[src/rtl/comparator_1bit.sv]
// comparator_1bit: registered per-bit magnitude flags plus MSB-first serial word comparison
module comparator_1bit #(
  parameter int CNT_W = 8
) (
  input  logic             clk,
  input  logic             rst_n,
  input  logic             A,
  input  logic             B,
  input  logic             in_valid,
  input  logic             in_first,
  input  logic             in_last,
  output logic             A_gt_B,
  output logic             A_lt_B,
  output logic             A_eq_B,
  output logic             word_gt,
  output logic             word_lt,
  output logic             word_eq,
  output logic             word_valid,
  output logic [CNT_W-1:0] word_len
);
  typedef enum logic [1:0] {UND, GT, LT} dec_t;
  dec_t             dec, base_dec, fold_dec;
  logic             open, start;
  logic [CNT_W-1:0] cnt, base_cnt;
  always_comb begin
    start    = in_first | ~open;
    base_dec = start ? UND : dec;
    base_cnt = start ? CNT_W'(1) : (&cnt ? cnt : cnt + CNT_W'(1));
    fold_dec = (base_dec == UND && A != B) ? (A ? GT : LT) : base_dec;
  end
  always_ff @(posedge clk) begin
    if (!rst_n) begin
      A_gt_B     <= 1'b0;
      A_lt_B     <= 1'b0;
      A_eq_B     <= 1'b1;
      word_gt    <= 1'b0;
      word_lt    <= 1'b0;
      word_eq    <= 1'b0;
      word_valid <= 1'b0;
      word_len   <= '0;
      open       <= 1'b0;
      dec        <= UND;
      cnt        <= '0;
    end else begin
      word_valid <= in_valid & in_last;
      if (in_valid) begin
        A_gt_B <= A & ~B;
        A_lt_B <= ~A & B;
        A_eq_B <= ~(A ^ B);
        dec    <= fold_dec;
        cnt    <= base_cnt;
        open   <= ~in_last;
        if (in_last) begin
          word_gt  <= fold_dec == GT;
          word_lt  <= fold_dec == LT;
          word_eq  <= fold_dec == UND;
          word_len <= base_cnt;
        end
      end
    end
  end
endmodule

[config.mk]
export PLATFORM = sky130hd
export DESIGN_NAME = comparator_1bit
export DESIGN_NICKNAME = d
export VERILOG_FILES = /design/src/rtl/comparator_1bit.sv
export SDC_FILE = /design/constraint.sdc
export NUM_CORES = 1
export LEC_CHECK = 0
export CORE_AREA = 2 2 55 57
export CTS_CLUSTER_DIAMETER = 100
export DETAILED_ROUTE_END_ITERATION = 7
export DIE_AREA = 0 0 57 59
export PLACE_DENSITY = 0.76
export SYNTH_ARGS = -nofsm -noshare
export SYNTH_HDL_FRONTEND = slang
export SYNTH_SLANG_ARGS = --single-unit
[constraint.sdc]
create_clock -name clk -period 3.2 [get_ports clk]
set_input_delay 0.64 -clock clk [delete_from_list [all_inputs] [get_ports clk]]
set_output_delay 0.64 -clock clk [all_outputs]
set_load 0.01 [all_outputs]
==> impl_metrics.ini <==
[cts]
cts_setup_buffers = 0
cts_buffers = 3
cts_tree = yes
ctsHoldBuffers = 0
h-tree-depth = 1
clockBufferDepth = 2
clk_pin_slew_ns = 0.15
clk_latency_ns = 0.32
cts.repair.resized = 0
numClockSinks = 26
cts_root_buffer = clkbuf_4

[die]
ioPinCount = 22
die_y_um = 59
dieWidth_um = 57
placeableCoreArea_um2 = 2710
die_area_um2 = 3360
rows = 19
initial_core_util = 0.446

[critical_path]
r2r_slack_ns = 1.46
endpoint_kind = register
required_ns = 3.43
critPathLaunch = A
reg2reg_depth = 5
start_kind = input pin
timing.rr.end = cnt[0]$_SDFFE_PN0P_
arrival_ns = 2.29
crit_fanout = 4
regToRegStartpoint = cnt[0]$_SDFFE_PN0P_
worstSetupPathType = input pin to register
critical_path.endpoint = dec[1]$_SDFFE_PN0P_

[synth]
ys_types = 40
syn-cell-area_um2 = 1210
ys_seq_area_frac = 0.431
synth-edff-count = 0
synth_warnings = 0
synth-seq-cells = 26
postSynth.asyncResetShare = 0
synth.avg_cell_area_um2 = 8.82
synthCells = 137
synth_flop_cell = dfxtp_1
syn_nets = 147

[cells_and_area]
fillers = 282
syn_to_final_growth_pct = 23.1
utilization = 0.549
final_nets = 167
multiInputGateArea_um2 = 624
drive_gt1_frac = 0.0897
ff_latch_area_um2 = 520
antenna_cells = 0
fin_area_um2 = 1490

[detailed_routing]
wl_met1_mm = 1.24
drtIter0Drc = 24
ant_nets = 0
drt_pass1_iterations = 4
routed-via-count = 1026
wl_per_cell_um = 14.2
wirelength_mm = 2.65
drc = 0
wl_met2_mm = 1.30
route.met3.wl_um = 90
viasPerCell = 5.49
routed.top_layer = met4

[timing]
worstMarginPinSlew_ns = 0.556
finalHoldViolations = 0
timing.setup.tns_ns = 0
skew_ns = 0.00449
rsz0062_at_grt = no
max_slew_margin = 0.628
hold_ws_ns = 0.468
fmax_mhz = 486
setup_viol = 0
finalCriticalPeriod_ns = 2.06
finalCritPeriodShare = 0.644
slew_violations = 0

[worst_hold_path]
min_path_type = register to register

[power]
p_per_area_nw_per_um2 = 426
power_uw = 634
vdd_ir_drop_max_uv = 336
power_leakage_uw = 0.000537

[placement]
placed_area_um2 = 1440
place.gp.congestion = 0.800
io_buffers = 21
dp_hpwl_mm = 1.99

[global_route]
grt_pass1_vias = 1059
antenna_found_initial = 0
grtUsageTotal = 0.165
grt_max_degree = 16
grt-ovfl-total = 0
grt_pass1_wl_mm = 4.43

[status]
outcome = completed

[job]
cap_violations = 0
Yosys cell counts (2+ instances only):
cell      count  area share
nor3_1        2      0.0083
nand2_1      16       0.050
inv_1         5       0.016
nand2b_1      2       0.010
nand3_1       5       0.021
mux2i_1       4       0.033
a22o_1        4       0.029
o21a_1        2       0.012
clkbuf_1      5       0.016
ha_1          3       0.031
buf_2         3       0.012
nor2_1        9       0.028
dfxtp_1      26        0.43
a31oi_1       3       0.016
a211oi_1      6       0.037
a41oi_1       2       0.014
a21oi_1       6       0.025
o21ai_0      12       0.050
report_power, final:
group	leakage (uW)	internal, uW	switching (uW)
clock network	0.0000279	127	101
logic	0.000298	32.4	34.2
registers	0.000212	333	7.18
critical path: stages:
cell	delay [ns]
clkdlybuf4s50_1	0.53
inv_1	0.07
ha_1	0.32
a211o_1	0.27
and2_1	0.19
a211oi_1	0.28
flip-flops by register name, summed over array words and instances, names as in the netlist:
register and count:
word_len 8, A_lt_B 1, word_lt 1, open 1, word_gt 1, word_valid 1
cnt 8, word_eq 1, A_gt_B 1, A_eq_B 1, dec 2
metal layers:
| metal | global-route usage | vias to the layer above |
|---|---|---|
| met1 | 0.193 | 471 |
| met3 | 0.0197 | 2 |
| met2 | 0.315 | 18 |
| met4 | 0.0498 | 0 |
| met5 | 0 | - |
| li1 | - | 535 |
layout by cell type, fill, tap and decap left out, drive strengths merged, types with 2 or more instances in the layout:
master | netlist | layout
a21oi | 6 | 6
nand3 | 6 | 6
dfxtp | 26 | 26
a41oi | 2 | 2
mux2i | 4 | 4
nor3 | 2 | 2
inv | 5 | 5
o21ai | 12 | 12
a22o | 4 | 4
nand2b | 2 | 2
buf | 4 | 3
clkdlybuf4s50 | 0 | 21
clkbuf | 5 | 3
or3 | 2 | 2
ha | 3 | 3
nand2 | 16 | 16
a211oi | 6 | 6
nor2 | 9 | 9
a31oi | 3 | 3
o21a | 2 | 2
worst min path at each step:
stage,from,endpoint,slack [ns],cells after the start
2_1_floorplan,open$_SDFFE_PN0P_,open$_SDFFE_PN0P_,0.44,1
4_1_cts,word_len[2]$_SDFFE_PN0P_,word_len[2]$_SDFFE_PN0P_,0.47,2
3_3_place_gp,word_len[7]$_SDFFE_PN0P_,word_len[7]$_SDFFE_PN0P_,0.44,2
5_1_grt,word_len[2]$_SDFFE_PN0P_,word_len[2]$_SDFFE_PN0P_,0.50,2
3_5_place_dp,word_len[2]$_SDFFE_PN0P_,word_len[2]$_SDFFE_PN0P_,0.44,2
6_report,word_len[2]$_SDFFE_PN0P_,word_len[2]$_SDFFE_PN0P_,0.47,2
layout make-up:
| cell class | instances | share of cell area |
|---|---|---|
| sequential | 26 | 0.350 |
| multi-input combinational | 97 | 0.420 |
| timing repair buffer | 24 | 0.156 |
| inverter | 5 | 0.0126 |
| clock inverter | 1 | 0.0202 |
| tap | 31 | 0.0261 |
| clock buffer | 3 | 0.0151 |
cells by family (layout without fill, tap and decap cells):
family                     after synthesis  after routing  share of synthesized area
AOI/OAI and AO/OA                       44             44                      0.255
and+or+nand+nor                         44             44                      0.183
DFF                                     26             26                      0.431
buffers and inverters                   14             33                     0.0528
muxes                                    4              4                     0.0331
adders and majority gates                3              3                     0.0311
xor gates and xnor gates                 2              2                     0.0145
stage by stage:
stage | setup WS, ns | cells
detailed placement | 0.810 | 183
global placement | 0.879 | 183
floorplan | 1.47 | 137
CTS | 1.16 | 187
finish | 1.14 | 187
global route | 0.955 | 187
Note: power is estimated with default switching activity, not from simulation.
